--- config.mk ---
export PLATFORM = sky130hd
export DESIGN_NAME = pulse_stretcher
export DESIGN_NICKNAME = d
export VERILOG_FILES = /design/src/rtl/pulse_stretcher.sv
export SDC_FILE = /design/constraint.sdc
export NUM_CORES = 1
export LEC_CHECK = 0
export ABC_AREA = 1
export BUFFER_PORTS_ARGS = -buffer_cell sky130_fd_sc_hd__buf_2
export CORE_MARGIN = 2
export CORE_UTILIZATION = 41
export CTS_CLUSTER_SIZE = 40
export DETAILED_ROUTE_END_ITERATION = 10
export PLACE_DENSITY_LB_ADDON = 0.08
export SYNTH_ARGS = -nofsm -noshare
export SYNTH_HDL_FRONTEND = slang
export SYNTH_SLANG_ARGS = --single-unit
--- constraint.sdc ---
create_clock -name clk -period 2.45 [get_ports clk]
set_input_delay 0.245 -clock clk [delete_from_list [all_inputs] [get_ports clk]]
set_output_delay 0.245 -clock clk [all_outputs]
set_load 0.005 [all_outputs]
--- src/rtl/pulse_stretcher.sv ---
// Stretches single-cycle event pulses into fixed-width high windows separated by a
// mandatory low gap; pulses arriving mid-window are queued in a saturating counter.
module pulse_stretcher #(
    parameter int HIGH_CYCLES = 4,
    parameter int LOW_CYCLES  = 2,
    parameter int CNT_W       = 4
) (
    input  logic             clk,
    input  logic             rst_n,
    input  logic             pulse_in,
    output logic             out,
    output logic             busy,
    output logic [CNT_W-1:0] pending,
    output logic             overflow
);

    localparam int TMR_MAX = (HIGH_CYCLES > LOW_CYCLES) ? HIGH_CYCLES : LOW_CYCLES;
    localparam int TMR_W   = (TMR_MAX > 1) ? $clog2(TMR_MAX) : 1;

    localparam logic [TMR_W-1:0] HIGH_LOAD = TMR_W'(HIGH_CYCLES - 1);
    localparam logic [TMR_W-1:0] LOW_LOAD  = TMR_W'(LOW_CYCLES - 1);
    localparam logic [CNT_W-1:0] PEND_MAX  = '1;

    localparam logic [1:0] S_IDLE = 2'd0;
    localparam logic [1:0] S_HIGH = 2'd1;
    localparam logic [1:0] S_GAP  = 2'd2;

    logic [1:0]       state;
    logic [TMR_W-1:0] timer;
    logic             gap_exit;
    logic             queue_evt;

    assign busy      = (state != S_IDLE);
    assign gap_exit  = (state == S_GAP) && (timer == '0);
    // Any pulse seen while a window or gap is running, except on the gap exit edge,
    // goes to the queue; the gap exit edge consumes it directly instead.
    assign queue_evt = pulse_in && busy && !gap_exit;

    always_ff @(posedge clk) begin
        if (!rst_n) begin
            state    <= S_IDLE;
            timer    <= '0;
            out      <= 1'b0;
            pending  <= '0;
            overflow <= 1'b0;
        end else begin
            overflow <= 1'b0;

            if (queue_evt) begin
                if (pending != PEND_MAX) begin
                    pending <= pending + CNT_W'(1);
                end else begin
                    overflow <= 1'b1;
                end
            end

            case (state)
                S_IDLE: begin
                    if (pulse_in) begin
                        state <= S_HIGH;
                        timer <= HIGH_LOAD;
                        out   <= 1'b1;
                    end
                end
                S_HIGH: begin
                    if (timer == '0) begin
                        state <= S_GAP;
                        timer <= LOW_LOAD;
                        out   <= 1'b0;
                    end else begin
                        timer <= timer - TMR_W'(1);
                    end
                end
                S_GAP: begin
                    if (timer == '0) begin
                        if ((pending != '0) || pulse_in) begin
                            state <= S_HIGH;
                            timer <= HIGH_LOAD;
                            out   <= 1'b1;
                            // A fresh pulse on this edge cancels the dequeue.
                            if ((pending != '0) && !pulse_in) begin
                                pending <= pending - CNT_W'(1);
                            end
                        end else begin
                            state <= S_IDLE;
                        end
                    end else begin
                        timer <= timer - TMR_W'(1);
                    end
                end
                default: begin
                    state <= S_IDLE;
                    timer <= '0;
                    out   <= 1'b0;
                end
            endcase
        end
    end

endmodule

=== Yosys cells after proc, flatten, opt, wreduce, memory -nomap -nowiden ===
Index checks and enable logic that the tools add are counted.
W data, S select, Z words.

* Output and inout port bits: 7
* Bits in registers: 10
* Input port bits: 3
* Word-level logic and storage cells: 53

* Reduce and logical (&&, ||, !) cells: 15
* Mux-type cells: 22
* Equality and inequality tests: 8
* $add $sub $neg: 3

{| class="wikitable"
|+ Operators with widths
! kind !! count
|-
| $mux W4 || 6
|-
| $mux W2 || 7
|-
| $pmux W2 S3 || 2
|-
| $mux W1 || 6
|-
| $add A4 B1 Y4 const B || 1
|-
| $logic_and A1 B1 Y1 || 4
|-
| $logic_not A2 Y1 || 2
|-
| $ne A2 B1 Y1 const B || 2
|-
| $ne A2 B2 Y1 const B || 2
|-
| $ne A4 B4 Y1 const B || 1
|-
| $reduce_and A2 Y1 || 2
|-
| $reduce_and A4 Y1 || 1
|-
| $reduce_bool A4 Y1 || 1
|-
| $sub A4 B1 Y4 const B || 1
|-
| $ne A3 B2 Y1 const B || 1
|-
| $pmux W1 S3 || 1
|-
| $reduce_and A3 Y1 || 1
|-
| $eq A2 B1 Y1 const B || 1
|-
| $eq A2 B2 Y1 const B || 1
|-
| $logic_not A1 Y1 || 2
|-
| $reduce_bool A2 Y1 || 1
|-
| $sub A2 B1 Y2 const B || 1
|-
| $logic_or A1 B1 Y1 || 1
|}

=== Longest topological paths before layout ===
Gate-level depths: netlist of run 1.

* Word-level depth: 9
* Gate-level depth with buffers: 10
* Depth with buffers taken out: 10

=== Least setup slack after synthesis of run 1 ===
No wires, ideal clock.

* Path kind: register to register
* From: register pending[0]
* To: register pending[1]
* Buffers on the path: 0
* Setup time: 0.109 ns
* Clock period less this slack: 1.311 ns
* Path slack: 1.139 ns
* Arrival: 1.202 ns
* Stages on the path, launching flop included: 11
* Required time: 2.341 ns
* Cells stage by stage: dfxtp_1 inv_1 ha_1 nand2_1 nand2_1 nor2_1 nand2_1 nand2_1 inv_1 nand2_1 inv_1

* Cells in the longest elaborated chain, start to end: 7
* Elaborated cells between the ends (all ways): 12
* Classes of those cells: add/sub: 2; eq/ne: 1; mux: 6; reduce/logical: 3

{| class="wikitable"
|+ RTL lines
! what !! RTL line !! RTL
|-
| start: declaration || 13 || <nowiki>output logic [CNT_W-1:0] pending,</nowiki>
|-
| start signal: assignment || 51 || <nowiki>pending <= pending + CNT_W'(1);</nowiki>
|-
| start signal: assignment || 82 || <nowiki>pending <= pending - CNT_W'(1);</nowiki>
|-
| $add A4 B1 Y4 or $ne A4 B4 Y1 (tied branches) || 51, 50 ||
|-
| $mux W4 || 50 || <nowiki>if (pending != PEND_MAX) begin</nowiki>
|-
| $mux W4 || 49 || <nowiki>if (queue_evt) begin</nowiki>
|-
| $mux W4 || 81 || <nowiki>if ((pending != '0) && !pulse_in) begin</nowiki>
|-
| $mux W4 || 76 || <nowiki>if ((pending != '0) || pulse_in) begin</nowiki>
|-
| $mux W4 || 75 || <nowiki>if (timer == '0) begin</nowiki>
|-
| $mux W4 * || 57 || <nowiki>case (state)</nowiki>
|}

Every way passes the cells marked *; elsewhere a longest branch is shown, timed or not.
A chain may end at the register's enable or synchronous reset.

=== Worst setup path after layout of run 1 ===
Same ends and word-level chain as after synthesis.

==> impl_metrics.env, run 1 <==
export IMPL_status="complete, no violations"
export IMPL_grt_max_degree=10
export IMPL_critPathMostFrequentCell="nand2_1"
export IMPL_slowest_delay_ps=380
export IMPL_tns_ps=0
export IMPL_gp_congestion=0.909
export IMPL_via_count=652
export IMPL_period_needed_ps=1430
export IMPL_max_slew_margin_pct=78.7
export IMPL_yosys_top_cells_count="nand2_1, inv_1, nand3_1, dfxtp_1, nor2_1"
export IMPL_top_layer="met4"
export IMPL_crit_required_ps=2630
export IMPL_crit_chain="inv_1, ha_1, nand2_1, nand2_1, nor2_1, nand2_1, nand2_1, inv_1, nand2_1, inv_1"
export IMPL_drt_wl_total_mm=1.47
export IMPL_syn_inst=105
export IMPL_reg2reg_depth=10
export IMPL_clk_pin_slew_ps=70
export IMPL_globalRoute_totalOverflow=0
export IMPL_diodes=0
export IMPL_seqPwrFrac_pct=36.7
export IMPL_leakagePower_nw=0.406
export IMPL_synthTopCellsByArea="dfxtp_1, nand2_1, nand3_1"
export IMPL_comb_power_share_pct=38.0
export IMPL_worstMarginPinSlew_ps=320
export IMPL_grt_use_total_pct=17.2
export IMPL_io_buffer_count=9
export IMPL_wl_met1_um=836
export IMPL_place_worst_setup_slack_ps=1040
export IMPL_critPathCaptureType="flip-flop"
export IMPL_min_path_type="in -> reg"
export IMPL_drive_above_1_share_pct=22.9
export IMPL_crit_family="simple AND/OR/NAND/NOR gates"
export IMPL_synth_edf_count=0
export IMPL_synth_distinct_cells=20
export IMPL_cts_sinks=10
export IMPL_pwr_share_clk_pct=25.4
export IMPL_syn_nets=112
export IMPL_initial_core_util_pct=45.3
export IMPL_ys_async_sr_fraction_pct=0
export IMPL_holdBufCountCts=0
export IMPL_maxCapViolCount=0
export IMPL_critPathBufInv=3
export IMPL_cts_root_buffer="clkbuf_4"
export IMPL_swShare_pct=39.6
export IMPL_fin_skew_ps=2.99
export IMPL_insertion_delay_ps=270
export IMPL_yosysTopAreaCellShare_pct=28.4
export IMPL_power_switching_mw=0.241
export IMPL_cts_buffers=3
export IMPL_worst_path_max_fanout=5
export IMPL_synth_area_per_cell_um2=6.72
export IMPL_setup_violations=0
export IMPL_rsz0062_at_grt="false"
export IMPL_antenna_found_initial=0
export IMPL_die_h_um=45.5
export IMPL_drv_slew=0
export IMPL_wl_met3_um=81
export IMPL_area_growth_pct=14.4
export IMPL_multi_input_area_um2=433
export IMPL_clock_fmax_mhz=701
export IMPL_ant_nets=0
export IMPL_routed_wl_met2_um=536
export IMPL_yosysSeqAreaShare_pct=28.4
export IMPL_yosys_most_used_dff="dfxtp_1"
export IMPL_r2r_slack_ps=1020
export IMPL_tritoncts="yes"
export IMPL_synth_top_cell_by_area="dfxtp_1"
export IMPL_crit_path_top_delay_cell="dfxtp_1"
export IMPL_drc=0
export IMPL_critPathArrivalTime_ps=1600
export IMPL_first_global_vias=591
export IMPL_h_tree_depth=1
export IMPL_first_pass_iters=4
export IMPL_internal_power_mw=0.368
export IMPL_dp_hpwl_mm=1.10
export IMPL_dr_first_iter_drc_count=21
export IMPL_vias_per_cell=4.87
export IMPL_core_area_um2=1560
export IMPL_fin_ws_ps=1020
export IMPL_yosysMostFrequentCell="nand2_1"
export IMPL_fin_nets=126
export IMPL_pwr_density_cell_nw_per_um2=755
export IMPL_die_area_um2=2070
export IMPL_cts_setup_buffers=0
export IMPL_avgRoutedWirePerCell_um=10.9
export IMPL_io_pins=10
export IMPL_vdd_ir_drop_max_mv=0.334
export IMPL_yosys_warnings=0
export IMPL_n_fill_cell=155
export IMPL_critPathKind="reg -> reg"
export IMPL_finalHoldViolCount=0
export IMPL_cts_resized_gates=0
export IMPL_rows=14
export IMPL_fin_crit_sh_pct=58.3
export IMPL_die_w_um=45.5
export IMPL_ys_seq_elements=10
export IMPL_syn_area_um2=706
export IMPL_grt_pass1_wl_mm=2.59
export IMPL_path_depth=10
export IMPL_min_path_cells=3
export IMPL_cts_path_max_buffers=2
export IMPL_regArea_um2=200
export IMPL_worst_setup_path_start_kind="flip-flop"
[layout make-up]
type / count / share of cell area (%)
Tap cell: 16 / 2.48
Sequential cell: 10 / 24.8
Multi-Input combinational cell: 77 / 53.6
Clock buffer: 4 / 4.50
Timing Repair Buffer: 9 / 5.58
Inverter: 18 / 8.99
[metal layers]
| metal | GRT usage, % | up-vias |
|---|---|---|
| met3 | 3.57 | 2 |
| met1 | 27.0 | 267 |
| met2 | 22.0 | 22 |
| met4 | 7.06 | 0 |
| met5 | 0 | - |
| li1 | - | 361 |
[power groups by stage]
stage          sequential (mW)  combinational, mW  clock [mW]
3_5_place_dp             0.227              0.231           0
4_1_cts                  0.223              0.233       0.160
5_1_grt                  0.230              0.269       0.169
6_report                 0.223              0.231       0.154
2_1_floorplan            0.223              0.180           0
3_3_place_gp             0.227              0.234           0
[stage by stage]
stage | hold WS, ps | power [mW] | cells | area [µm²] | utilization [%]
after floorplan | 365 | 0.403 | 105 | 706 | -
after global placement | 448 | 0.461 | 130 | 771 | 49.4
after detailed placement | 451 | 0.457 | 130 | 771 | 49.4
after CTS | 256 | 0.616 | 134 | 807 | 51.8
after global routing | 276 | 0.668 | 134 | 807 | 51.8
final | 266 | 0.609 | 134 | 807 | 51.8
[path summary, 6_finish.rpt]
kind,startpoint,end
worst min register to register,out$_SDFFE_PN0P_,out$_SDFFE_PN0P_
worst max register to register,pending[0]$_SDFF_PN0_,pending[1]$_SDFF_PN0_
worst min-delay path,rst_n,pending[0]$_SDFF_PN0_
worst max-delay path,pending[0]$_SDFF_PN0_,pending[1]$_SDFF_PN0_
[layout by cell type, fill, tap and decap left out, drive strengths merged]
cell	netlist	layout
a21oi	6	6
and2	1	1
buf	0	9
clkbuf	0	4
clkinv	1	1
dfxtp	10	10
ha	4	4
inv	17	17
nand2	26	26
nand3	15	15
nand3b	1	1
nand4	4	4
nor2	14	14
o21ai	5	5
xor2	1	1
[state kept, by name, indices dropped and copies added (netlist names)]
signal and cells:
overflow 1, timer 2, pending 4, state 2
out 1
[cells by family (layout without fill, tap and decap cells)]
family                     after synthesis  after routing  synth area share [%]
and+or+nand+nor                         61             61                  44.1
buffers and inverters                   18             31                  10.3
AOI/OAI and AO/OA                       11             11                  8.87
DFF                                     10             10                  28.4
adders and majority gates                4              4                  7.09
xor gates and xnor gates                 1              1                  1.24
[tightest hold or removal path, cell delays in order]
cell and delay (ps):
buf_2 140, nand2_1 70, nor2_1 30
(Power assumes the default switching activity.)
==> inputs of run 2 (changes only) <==
- clock period: 2.45 -> 1.16 ns (I/O delays scaled with it)
==> run 2 against run 1 <==
Net effect: the flow now finishes with violations (setup timing); critical path depth fell by 2; non-clock buffer count rose by 19; final cell count rose by 15%; combinational power rose to 3.8 times the previous value; count of clock-buffer cells in the layout did not move; critical endpoint is now pending[3]$_SDFF_PN0_; largest cell class unchanged; highest routed layer unchanged.
==> impl_metrics.env, run 2 (synthesis results as in run 1) <==
export IMPL_status="complete, but fails checks"
export IMPL_failed_checks="setup timing"
export IMPL_gp_congestion=0.797
export IMPL_io_buffer_count=9
export IMPL_min_path_type="in -> reg"
export IMPL_cts_path_max_buffers=2
export IMPL_dp_cells=144
export IMPL_finalHoldViolCount=0
export IMPL_antenna_found_initial=0
export IMPL_regArea_um2=218
export IMPL_clk_pin_slew_ps=70
export IMPL_tritoncts="yes"
export IMPL_place_worst_setup_slack_ps=-118
export IMPL_r2r_slack_ps=-60
export IMPL_io_pins=10
export IMPL_insertion_delay_ps=270
export IMPL_min_path_cells=3
export IMPL_initial_core_util_pct=45.3
export IMPL_slowest_delay_ps=340
export IMPL_cts_sinks=10
export IMPL_vdd_ir_drop_max_mv=0.945
export IMPL_critPathCaptureType="flip-flop"
export IMPL_rr_startpoint="timer[0]$_SDFFE_PN0P_"
export IMPL_drv_slew=0
export IMPL_first_pass_iters=4
export IMPL_hold_start="rst_n"
export IMPL_holdWs_ps=136
export IMPL_crit_chain="inv_2, ha_4, buf_4, nand3_4, nand3_1, nand2_1, nand2_1, a21oi_2"
export IMPL_leakagePower_nw=0.514
export IMPL_critPathMostFrequentCell="nand2_1"
export IMPL_rows=14
export IMPL_ant_nets=0
export IMPL_critPathKind="reg -> reg"
export IMPL_die_h_um=45.5
export IMPL_globalRoute_totalOverflow=0
export IMPL_reg2reg_depth=8
export IMPL_top_regs="pending x4, state x2, timer x2"
export IMPL_core_area_um2=1560
export IMPL_final_util_pct=71.3
export IMPL_h_tree_depth=1
export IMPL_mostFrequentLayoutCell="nand2_1"
export IMPL_vias_per_cell=5.18
export IMPL_cts_root_buffer="clkbuf_4"
export IMPL_area_growth_pct=57.4
export IMPL_multi_input_area_um2=566
export IMPL_clock_fmax_mhz=819
export IMPL_pwr_density_cell_nw_per_um2=1520
export IMPL_maxCapViolCount=0
export IMPL_grt_pass1_wl_mm=3.46
export IMPL_worst_path_max_fanout=4
export IMPL_drt_wl_total_mm=2.03
export IMPL_worstMarginPinSlew_ps=278
export IMPL_avgRoutedWirePerCell_um=13.2
export IMPL_holdPathEnd="timer[0]$_SDFFE_PN0P_"
export IMPL_largest_reg_flops=4
export IMPL_cts_buffers=3
export IMPL_fin_ws_ps=-61.1
export IMPL_period_needed_ps=1220
export IMPL_dr_first_iter_drc_count=12
export IMPL_largest_register="pending"
export IMPL_worst_setup_path_start_kind="flip-flop"
export IMPL_critPathArrivalTime_ps=1430
export IMPL_max_slew_margin_pct=81.4
export IMPL_fin_nets=146
export IMPL_first_global_vias=784
export IMPL_reg2reg_to="pending[3]$_SDFF_PN0_"
export IMPL_fin_cells=154
export IMPL_rsz0062_at_grt="true"
export IMPL_fin_skew_ps=2.92
export IMPL_grt_use_total_pct=23.6
export IMPL_setup_violations=7
export IMPL_diodes=0
export IMPL_via_count=798
export IMPL_drive_above_1_share_pct=55.8
export IMPL_grt_max_degree=8
export IMPL_crit_path_top_delay_cell="dfxtp_2"
export IMPL_drc=0
export IMPL_fin_crit_sh_pct=105
export IMPL_layout_common_cells="nand2_1, buf_4, inv_1, buf_2, inv_2"
export IMPL_dp_hpwl_mm=1.25
export IMPL_die_area_um2=2070
export IMPL_crit_required_ps=1370
export IMPL_n_fill_cell=138
export IMPL_die_w_um=45.5
## run 2: changes by cell type in the layout (fill, tap and decap cells not counted), sizes merged
cell,delta
nand3,+1
buf,+19
## run 2: routing by layer
metal | track usage [%] | part of all wire, % | up-vias
li1 | - | - | 410
met1 | 31.1 | 48 | 369
met2 | 37.5 | 47 | 13
met3 | 3.57 | 2.4 | 6
met4 | 10.6 | 2.3 | 0
met5 | 0 | 0 | -
## run 2: final cells by class
cell class / count / area share [%]
inverters: 18 / 6.98
well taps: 16 / 1.80
clock buffers: 4 / 3.27
flip-flops and latches: 10 / 19.6
repair buffers: 28 / 17.5
multi-input cells: 78 / 50.9
## run 2: through the flow
step | total power [mW] | TNS (ps) | cell area, µm²
3_3_place_gp | 1.11 | -551 | 896
5_1_grt | 1.81 | -936 | 1110
4_1_cts | 1.61 | -78.1 | 1050
2_1_floorplan | 0.881 | 0 | 726
6_report | 1.69 | -255 | 1110
3_5_place_dp | 1.10 | -607 | 896
## run 2: worst max path at each step
stage / slack, ps / to / startpoint
finish: -60 / pending[3]$_SDFF_PN0_ / timer[0]$_SDFFE_PN0P_
CTS: -20 / pending[3]$_SDFF_PN0_ / pending[0]$_SDFF_PN0_
floorplan: 5 / pending[2]$_SDFF_PN0_ / timer[0]$_SDFFE_PN0P_
detailed placement: -120 / pending[2]$_SDFF_PN0_ / timer[0]$_SDFFE_PN0P_
global route: -140 / pending[3]$_SDFF_PN0_ / timer[0]$_SDFFE_PN0P_
global placement: -110 / pending[2]$_SDFF_PN0_ / timer[1]$_SDFFE_PN0P_
## run 2: what timing repair did
item	CTS	global route
resized for setup	24	14
hold buffers	0	0
pin swaps	12	6
setup endpoints to repair	10	9
cloned	1	0
buffers inserted	4	1
## run 2: where the power goes
part           switching (mW)  leakage, nW  total, mW  internal [mW]
Clock                   0.141       0.0210      0.332          0.191
Sequential             0.0751       0.0859      0.490          0.415
Combinational           0.453        0.407      0.868          0.415
## run 2: critical path, delay by kind of cell, from the launching register on
family                   cells  cell delay, ps
buffers and inverters        2             190
adder cells (fa/ha/maj)      1             170
AO/OA/AOI/OAI                1             120
AND/OR/NAND/NOR              4             320
flip-flops                   1             340
==> inputs of run 3 (changes only) <==
- REMOVE_ABC_BUFFERS: default -> 1
==> run 3 against run 2 <==
Net effect: the flow still finishes with violations (setup timing); core utilization decreased by 1.3 points; die area unchanged; count of clock-buffer cells in the layout unchanged; critical path depth decreased by 1; sequential power decreased by 5.9%; highest routed layer unchanged.
==> impl_metrics.env, run 3 (synthesis results as in run 1) <==
export IMPL_drt_wl_total_mm=1.79
export IMPL_vdd_ir_drop_max_mv=1.06
export IMPL_worstMarginPinSlew_ps=252
export IMPL_reg2reg_depth=7
export IMPL_critPathCaptureType="flip-flop"
export IMPL_cts_buffers=3
export IMPL_first_pass_iters=4
export IMPL_via_count=785
export IMPL_insertion_delay_ps=270
export IMPL_die_w_um=45.5
export IMPL_grt_pass1_wl_mm=2.78
export IMPL_fin_ws_ps=-43.8
export IMPL_status="complete, but fails checks"
export IMPL_mostFrequentLayoutCell="nand2_1"
export IMPL_die_h_um=45.5
export IMPL_core_area_um2=1560
export IMPL_rows=14
export IMPL_antenna_found_initial=0
export IMPL_die_area_um2=2070
export IMPL_final_area_um2=1090
export IMPL_setup_violations=8
export IMPL_worst_path_max_fanout=3
export IMPL_pwr_density_cell_nw_per_um2=1540
export IMPL_rr_startpoint="pending[1]$_SDFF_PN0_"
export IMPL_fin_crit_sh_pct=104
export IMPL_drc=0
export IMPL_cts_sinks=10
export IMPL_clk_pin_slew_ps=80
export IMPL_leakagePower_nw=0.523
export IMPL_r2r_slack_ps=-40
export IMPL_min_path_type="in -> reg"
export IMPL_io_pins=10
export IMPL_critPathArrivalTime_ps=1420
export IMPL_critPathKind="reg -> reg"
export IMPL_io_buffer_count=9
export IMPL_drv_slew=0
export IMPL_grt_use_total_pct=18.4
export IMPL_fin_skew_ps=10.8
export IMPL_period_needed_ps=1200
export IMPL_initial_core_util_pct=45.3
export IMPL_gp_congestion=0.785
export IMPL_reg2reg_to="pending[3]$_SDFF_PN0_"
export IMPL_maxCapViolCount=0
export IMPL_critical_path_endpoint="pending[3]$_SDFF_PN0_"
export IMPL_first_global_vias=669
export IMPL_worst_setup_path_start_kind="flip-flop"
export IMPL_tritoncts="yes"
export IMPL_largest_reg_flops=4
export IMPL_rsz0062_at_grt="true"
export IMPL_crit_required_ps=1370
export IMPL_largest_register="pending"
export IMPL_tns_ps=-236
export IMPL_h_tree_depth=1
export IMPL_cts_root_buffer="clkbuf_4"
export IMPL_avgRoutedWirePerCell_um=11.5
export IMPL_clock_fmax_mhz=831
export IMPL_fin_nets=148
export IMPL_worstSetupStartpoint="pending[1]$_SDFF_PN0_"
export IMPL_slowest_delay_ps=360
export IMPL_drive_above_1_share_pct=52.1
export IMPL_area_growth_pct=54.6
export IMPL_diodes=0
export IMPL_dp_hpwl_mm=1.22
export IMPL_finalPower_mw=1.68
export IMPL_globalRoute_totalOverflow=0
export IMPL_vias_per_cell=5.03
export IMPL_failed_checks="setup timing"
export IMPL_place_worst_setup_slack_ps=-170
export IMPL_ant_nets=0
export IMPL_top_regs="pending x4, state x2, timer x2"
export IMPL_holdWs_ps=131
export IMPL_dpl_instance_area_um2=913
export IMPL_dr_first_iter_drc_count=23
export IMPL_cts_path_max_buffers=2
export IMPL_crit_path_top_delay_cell="dfxtp_2"
export IMPL_finalHoldViolCount=0
export IMPL_max_slew_margin_pct=83.2
export IMPL_grt_max_degree=8
export IMPL_crit_chain="buf_6, ha_4, nand3_4, nand3b_1, nand2_2, inv_2, a21oi_2"
export IMPL_layout_common_cells="nand2_1, buf_4, inv_2, buf_2"
export IMPL_holdBufCountCts=0
-- run 3: cell types whose count changed in the layout (fill, tap and decap cells not counted), sizes merged --
cell	delta
buf	+2
-- run 3: what timing repair did --
action,in CTS,in global routing
endpoints found under the setup margin,10,10
pin swaps,12,5
setup buffers,2,0
gates resized for setup,24,13
cloned,1,0
-- run 3: metal layers --
metal  share of wire, %  up-vias  wire length, µm  global-route usage (%)
met5                  0        -                0                       0
met4                1.3        0               23                    7.06
met3                3.9        4               70                    2.38
met2                 45       17              807                    29.3
met1                 50      348              887                    25.2
li1                   -      416                -                       -
-- run 3: worst min-delay path by stage --
stage	from	endpoint	slack, ps	depth (start not counted)
after global placement	rst_n	timer[0]$_SDFFE_PN0P_	420	3
after global routing	rst_n	pending[0]$_SDFF_PN0_	160	3
after floorplan	rst_n	timer[0]$_SDFFE_PN0P_	240	2
after CTS	rst_n	timer[0]$_SDFFE_PN0P_	130	3
final	rst_n	pending[0]$_SDFF_PN0_	130	3
after detailed placement	rst_n	timer[0]$_SDFFE_PN0P_	420	3
-- run 3: report_power, final --
part           internal (mW)  switching [mW]
combinational          0.423           0.466
clock                  0.190           0.136
sequential             0.413          0.0485
-- run 3: final cells by class --
| type | instances | area, µm² |
|---|---|---|
| flip-flops and latches | 10 | 209 |
| repair buffers | 30 | 214 |
| inverters | 18 | 72.6 |
| multi-input cells | 78 | 539 |
| fillers | 118 | 468 |
| clock buffers | 4 | 36.3 |
| well taps | 16 | 20.0 |
-- run 3: per-stage QoR --
step,std cells,utilization (%)
after floorplan,105,-
after global placement,149,58.6
after detailed placement,149,58.6
after CTS,156,66.9
after global routing,156,70.0
final,156,70.0
-- run 3: critical path, delay by kind of cell, from the launching register on --
| family | cells | cell delay (ps) |
|---|---|---|
| AND/OR/NAND/NOR | 3 | 410 |
| AO/OA/AOI/OAI | 1 | 90 |
| flip-flops | 1 | 360 |
| adder cells (fa/ha/maj) | 1 | 130 |
| buffers and inverters | 2 | 150 |
